$ cat src/rtl/spi_pkg.sv
// Shared definitions for the SPI slave control FSM: state encoding and
// default header/data lengths.
package spi_pkg;

  localparam int ADDR_BITS_DEF = 8;
  localparam int DATA_BITS_DEF = 8;

  typedef enum logic [2:0] {
    IDLE        = 3'd0,
    GET_ADDR    = 3'd1,
    LATCH_ADDR  = 3'd2,
    READ_LOAD   = 3'd3,
    READ_SHIFT  = 3'd4,
    WRITE_SHIFT = 3'd5,
    WRITE_STORE = 3'd6,
    DONE        = 3'd7
  } spi_state_e;

endpackage

$ cat src/rtl/bit_counter.sv
// Saturating SCLK edge counter; clr wins over inc, and the count holds at N
// so it can never wrap inside a transaction.
module bit_counter #(
  parameter int N = 8,
  parameter int W = $clog2(N + 1)
) (
  input  logic         C,
  input  logic         R,
  input  logic         clr,
  input  logic         inc,
  output logic         done,
  output logic [W-1:0] count
);

  localparam logic [W-1:0] LIMIT = W'(N);

  assign done = (count == LIMIT);

  always_ff @(posedge C or posedge R) begin
    if (R)
      count <= '0;
    else if (clr)
      count <= '0;
    else if (inc && !done)
      count <= count + 1'b1;
  end

endmodule

$ cat src/rtl/spi_fsm.sv
// SPI slave transaction sequencer: counts the header, branches on R/W and
// produces one-state Moore enables for the address latch, shift load,
// memory write and MISO driver.
module spi_fsm
  import spi_pkg::*;
#(
  parameter  int ADDR_BITS = ADDR_BITS_DEF,
  parameter  int DATA_BITS = DATA_BITS_DEF,
  localparam int CNT_MAX   = (ADDR_BITS > DATA_BITS) ? ADDR_BITS : DATA_BITS,
  localparam int CW        = $clog2(CNT_MAX + 1)
) (
  input  logic          C,
  input  logic          R,
  input  logic          cs,
  input  logic          sclk_pos,
  input  logic          sclk_neg,
  input  logic          rw,
  output logic          addr_we,
  output logic          sr_we,
  output logic          dm_we,
  output logic          miso_buff,
  output spi_state_e    state_dbg,
  output logic [CW-1:0] cnt_dbg,
  output logic          cnt_full
);

  localparam logic [CW-1:0] ADDR_LAST = CW'(ADDR_BITS - 1);
  localparam logic [CW-1:0] DATA_LAST = CW'(DATA_BITS - 1);

  spi_state_e    state, state_nxt;
  logic          clr, inc;
  logic [CW-1:0] count;
  logic          cnt_done;

  bit_counter #(.N(CNT_MAX), .W(CW)) u_cnt (
    .C     (C),
    .R     (R),
    .clr   (clr),
    .inc   (inc),
    .done  (cnt_done),
    .count (count)
  );

  always_ff @(posedge C or posedge R) begin
    if (R) state <= IDLE;
    else   state <= state_nxt;
  end

  // The transition fires on the cycle of the last pulse itself, so the
  // compare is against N-1 (the count before this pulse is added).
  always_comb begin
    state_nxt = state;
    clr       = 1'b0;
    inc       = 1'b0;
    unique case (state)
      IDLE:        clr = 1'b1;
      GET_ADDR:    inc = sclk_pos;
      LATCH_ADDR:  clr = 1'b1;
      READ_SHIFT:  inc = sclk_neg;
      WRITE_SHIFT: inc = sclk_pos;
      default:     ;
    endcase
    if (state != IDLE && cs) begin
      state_nxt = IDLE;
    end else begin
      unique case (state)
        IDLE:        if (!cs) state_nxt = GET_ADDR;
        GET_ADDR:    if (sclk_pos && count == ADDR_LAST) state_nxt = LATCH_ADDR;
        LATCH_ADDR:  state_nxt = rw ? READ_LOAD : WRITE_SHIFT;
        READ_LOAD:   state_nxt = READ_SHIFT;
        READ_SHIFT:  if (sclk_neg && count == DATA_LAST) state_nxt = DONE;
        WRITE_SHIFT: if (sclk_pos && count == DATA_LAST) state_nxt = WRITE_STORE;
        WRITE_STORE: state_nxt = DONE;
        DONE:        state_nxt = DONE;
        default:     state_nxt = IDLE;
      endcase
    end
  end

  always_comb begin
    addr_we   = 1'b0;
    sr_we     = 1'b0;
    dm_we     = 1'b0;
    miso_buff = 1'b0;
    unique case (state)
      LATCH_ADDR:  addr_we   = 1'b1;
      READ_LOAD:   sr_we     = 1'b1;
      WRITE_STORE: dm_we     = 1'b1;
      READ_SHIFT:  miso_buff = 1'b1;
      default:     ;
    endcase
  end

  assign state_dbg = state;
  assign cnt_dbg   = count;
  assign cnt_full  = cnt_done;

endmodule

$ cat config.mk
export PLATFORM = sky130hd
export DESIGN_NAME = spi_fsm
export DESIGN_NICKNAME = d
export VERILOG_FILES = /design/src/rtl/spi_pkg.sv /design/src/rtl/bit_counter.sv /design/src/rtl/spi_fsm.sv
export SDC_FILE = /design/constraint.sdc
export NUM_CORES = 1
export LEC_CHECK = 0
export CAP_MARGIN = 10
export CORE_MARGIN = 4
export CORE_UTILIZATION = 30
export CTS_CLUSTER_DIAMETER = 60
export DETAILED_ROUTE_END_ITERATION = 8
export GPL_TIMING_DRIVEN = 0
export MAX_ROUTING_LAYER = met4
export PLACE_DENSITY = 0.68
export SETUP_SLACK_MARGIN = 0.1
export SKIP_LAST_GASP = 1
export SLEW_MARGIN = 10
export SYNTH_ARGS = -nofsm -noshare
export SYNTH_HDL_FRONTEND = slang
export SYNTH_SLANG_ARGS = --single-unit
$ cat constraint.sdc
create_clock -name C -period 1.6 [get_ports C]
set_clock_uncertainty 0.1 [all_clocks]
set_input_delay 0.16 -clock C [delete_from_list [all_inputs] [get_ports C]]
set_output_delay 0.16 -clock C [all_outputs]
set_load 0.05 [all_outputs]
==> out/qor.tcl <==
set qor(finalWeightedCongestion) 0.7426
set qor(outcome) {finished with violations}
set qor(numCtsBuffers) 3
set qor(number_of_antenna_violations_at_the_first_check_in_global_routing) 0
set qor(timing.hold.worst.class) {input port to asynchronous set/reset pin}
set qor(drcViolationCount) 0
set qor(ctsHoldBuffers) 0
set qor(drt_pre_antenna_iters) 4
set qor(synthMuxAreaShare_pct) 8.226
set qor(ys_ff_latch) 7
set qor(timing.critical_path.from_type) {register}
set qor(synth_compound_gate_area_share_pct) 17.74
set qor(synthesis.yosys.warnings) 0
set qor(share_comb_of_total_power_pct) 42.9
set qor(fin_setup_tns_ns) -0.03571
set qor(cp_max_fo) 6
set qor(clk-insertion-delay-late_ns) 0.24
set qor(critPathCaptureType) {primary output}
set qor(die_h_um) 48.28
set qor(floorplan.rows) 14
set qor(layout-drive-gt1-share_pct) 43.59
set qor(grt_first_pass_wirelength_um) 1800
set qor(timing.slew.headroom_pct) 67.25
set qor(main_combinational_cell_family_by_area_after_synthesis) {simple AND/OR/NAND/NOR gates}
set qor(clk_transition_reported_paths_ns) 0.05
set qor(port-buffer-count) 17
set qor(core_um2) 1524
set qor(grt_max_degree) 11
set qor(io-pin-count) 18
set qor(finalMaxSlewViolations) 0
set qor(initial_core_util_pct) 31.94
set qor(post_synth_and_or_nand_nor_area_fraction_pct) 24.94
set qor(finalPower_uw) 667.2
set qor(cts-root-to-sink-buffers) 2
set qor(yosys.area_share.adder_pct) 5.141
set qor(synth-seq-area-share_pct) 35.99
set qor(routed_wirelength_um) 1223
set qor(clock_tree.htree_level_count) 1
set qor(first_global_vias) 423
set qor(die_width_um) 48.28
set qor(finalWorstPathRequiredPeriod_ns) 1.636
set qor(total_leakage_power_nw) 0.3884
set qor(internal-power_uw) 408.4
set qor(peak_supply_drop_mv) 0.4938
set qor(via_density_per_instance) 4.809
set qor(maximum_clock_frequency_mhz) 611.4
set qor(antennaDiodeCount) 0
set qor(syn_area_um2) 486.7
set qor(pwr-share-clk_pct) 22.4
set qor(cts_root_buffer) {sky130_fd_sc_hd__clkbuf_4}
set qor(hold_violations) 0
set qor(cts_tree) {built}
set qor(grt.overflow.total) 0
set qor(areaGrowthSynthToFinish_pct) 67.35
set qor(synth.lib_cells_used.distinct) 27
set qor(power.share.switching_pct) 38.79
set qor(pwr_density_cell_nw_per_um2) 819.1
set qor(failing_checks) {setup timing}
set qor(final-setup-viol-count) 1
set qor(wl_per_cell_um) 13.01
set qor(p_seq_share_pct) 34.7
set qor(yosys.area_share.xor_xnor_pct) 0
set qor(drv_cap) 0
set qor(globalRouteTotalUtil_pct) 11.67
set qor(netlist_instances) 52
set qor(grt_setup_unrepaired) {true}
set qor(final_core_utilization_pct) 53.45
set qor(worst-endpoint-required_ns) 1.34
set qor(die_area_um2) 2331
set qor(final_net_count) 87
set qor(net-switching-power_uw) 258.8
set qor(worst_slew_pin_slew_ns) 0.4932
set qor(crit_arrival_ns) 1.38
set qor(final_period_util_pct) 102.2
set qor(synth_nets) 60
set qor(criticalPathCategory) {register to primary output}
set qor(avgSynthCellArea_um2) 9.360
set qor(dr.first_iter.drc_count) 5
set qor(clock_sink_count) 7
set qor(dp_hpwl_um) 892.1
set qor(dr_total_vias) 452
set qor(detail-route-antenna-nets) 0
set qor(setup_ws_ns) -0.03571
[per-stage QoR]
stage / hold WS [ns] / cell area [um^2] / setup WS [ns] / cells
2_1_floorplan: -0.1369 / 530.5 / 0.02243 / 52
3_3_place_gp: 0.2973 / 720.7 / -0.4163 / 85
3_5_place_dp: 0.3082 / 720.7 / -0.4142 / 85
4_1_cts: 0.03924 / 743.2 / -0.1378 / 90
5_1_grt: 0.07764 / 814.5 / -0.08855 / 94
6_report: 0.03854 / 814.5 / -0.03571 / 94
[power by group through the flow]
stage / combinational [mW] / sequential [mW] / clock (mW)
after floorplan: 0.109 / 0.297 / 0
after global placement: 0.257 / 0.234 / 0
after detailed placement: 0.257 / 0.234 / 0
after CTS: 0.243 / 0.231 / 0.158
after global routing: 0.311 / 0.235 / 0.171
final: 0.286 / 0.231 / 0.150
[area by class of cell]
type,count,area [um^2]
timing repair buffer,22,211.5
clock buffer,4,26.28
fill,141,709.4
inverter,6,22.52
multi-input combinational,37,326.6
buffer,2,26.28
sequential,7,181.4
tap,16,20.02
[worst paths after layout]
path / startpoint / end / slack (ns) / depth (start not counted)
setup reg to reg: state_dbg[0] / state_dbg[0] / 0.11 / 5
min in group C: u_cnt.count[3] / u_cnt.count[3] / 0.43 / 1
max in group asynchronous: R / u_cnt.count[0] / 1.15 / 2
hold reg to reg: u_cnt.count[3] / u_cnt.count[3] / 0.43 / 1
setup / recovery: state_dbg[0] / miso_buff / -0.04 / 4
hold / removal: R / state_dbg[0] / 0.04 / 2
[synthesized netlist by cell type]
master,number,area share (%)
sky130_fd_sc_hd__dfrtp_1,7,36
sky130_fd_sc_hd__inv_1,6,4.6
sky130_fd_sc_hd__o21ai_0,5,5.1
sky130_fd_sc_hd__mux2i_1,4,8.2
sky130_fd_sc_hd__nor2_1,4,3.1
sky130_fd_sc_hd__and3b_1,2,3.6
sky130_fd_sc_hd__ha_1,2,5.1
sky130_fd_sc_hd__nand2b_1,2,2.6
sky130_fd_sc_hd__nor2b_1,2,2.6
sky130_fd_sc_hd__a21oi_1,1,1.0
sky130_fd_sc_hd__a21oi_2,1,1.8
sky130_fd_sc_hd__a221oi_1,1,1.8
sky130_fd_sc_hd__a311o_1,1,2.1
sky130_fd_sc_hd__and2_1,1,1.3
sky130_fd_sc_hd__and3b_2,1,2.1
sky130_fd_sc_hd__and4b_1,1,2.1
sky130_fd_sc_hd__buf_2,1,1.0
sky130_fd_sc_hd__buf_6,1,2.3
sky130_fd_sc_hd__nand2_1,1,0.77
sky130_fd_sc_hd__nand3b_1,1,1.5
sky130_fd_sc_hd__nor3_1,1,1.0
sky130_fd_sc_hd__nor3b_1,1,1.5
sky130_fd_sc_hd__o211ai_1,1,1.5
sky130_fd_sc_hd__o211ai_2,1,2.6
sky130_fd_sc_hd__o221ai_1,1,1.8
sky130_fd_sc_hd__or2_0,1,1.3
sky130_fd_sc_hd__or2b_1,1,1.5
[what timing repair did]
action                     in CTS  in global routing
resized for setup              41                 13
hold endpoints to repair        0                  0
setup endpoints to repair      13                  9
buffers inserted                1                  4
pin swaps                       1                  1
[registers in the layout, indices dropped and copies added (netlist names)]
signal / cells
u_cnt.count: 4
state_dbg: 3
[kinds of logic after synthesis]
| family | after synthesis |
|---|---|
| flip-flops | 7 |
| AO/OA/AOI/OAI | 12 |
| adder cells (fa/ha/maj) | 2 |
| multiplexers | 4 |
| buffers and inverters | 8 |
| AND/OR/NAND/NOR | 19 |
[critical path, stage by stage, from the launching register on]
cell,delay (ns)
sky130_fd_sc_hd__dfrtp_2,0.43
sky130_fd_sc_hd__buf_8,0.13
sky130_fd_sc_hd__or2b_1,0.26
sky130_fd_sc_hd__nor2_4,0.15
sky130_fd_sc_hd__buf_8,0.16
[routing by layer]
layer / share of wire [%] / wire (um) / vias up / global-route usage [%]
met5: 0 / 0 / - / -
met4: 1.1 / 14 / 0 / 8.065
met3: 1.6 / 19 / 2 / 1.107
met2: 50 / 617 / 4 / 16.41
met1: 47 / 571 / 210 / 15.54
li1: - / - / 236 / -
[cells in the final DEF (no fill, tap or decap), types with 3 or more instances in the layout]
cell,instances
sky130_fd_sc_hd__and3b_2,3
sky130_fd_sc_hd__buf_4,5
sky130_fd_sc_hd__buf_6,5
sky130_fd_sc_hd__clkbuf_4,3
sky130_fd_sc_hd__clkdlybuf4s50_1,5
sky130_fd_sc_hd__dfrtp_2,5
sky130_fd_sc_hd__dlygate4sd2_1,5
sky130_fd_sc_hd__inv_1,3
sky130_fd_sc_hd__inv_2,3
sky130_fd_sc_hd__mux2i_1,4
sky130_fd_sc_hd__nor2_1,3
sky130_fd_sc_hd__o21ai_0,5
Power figures use the tool's default switching activity.
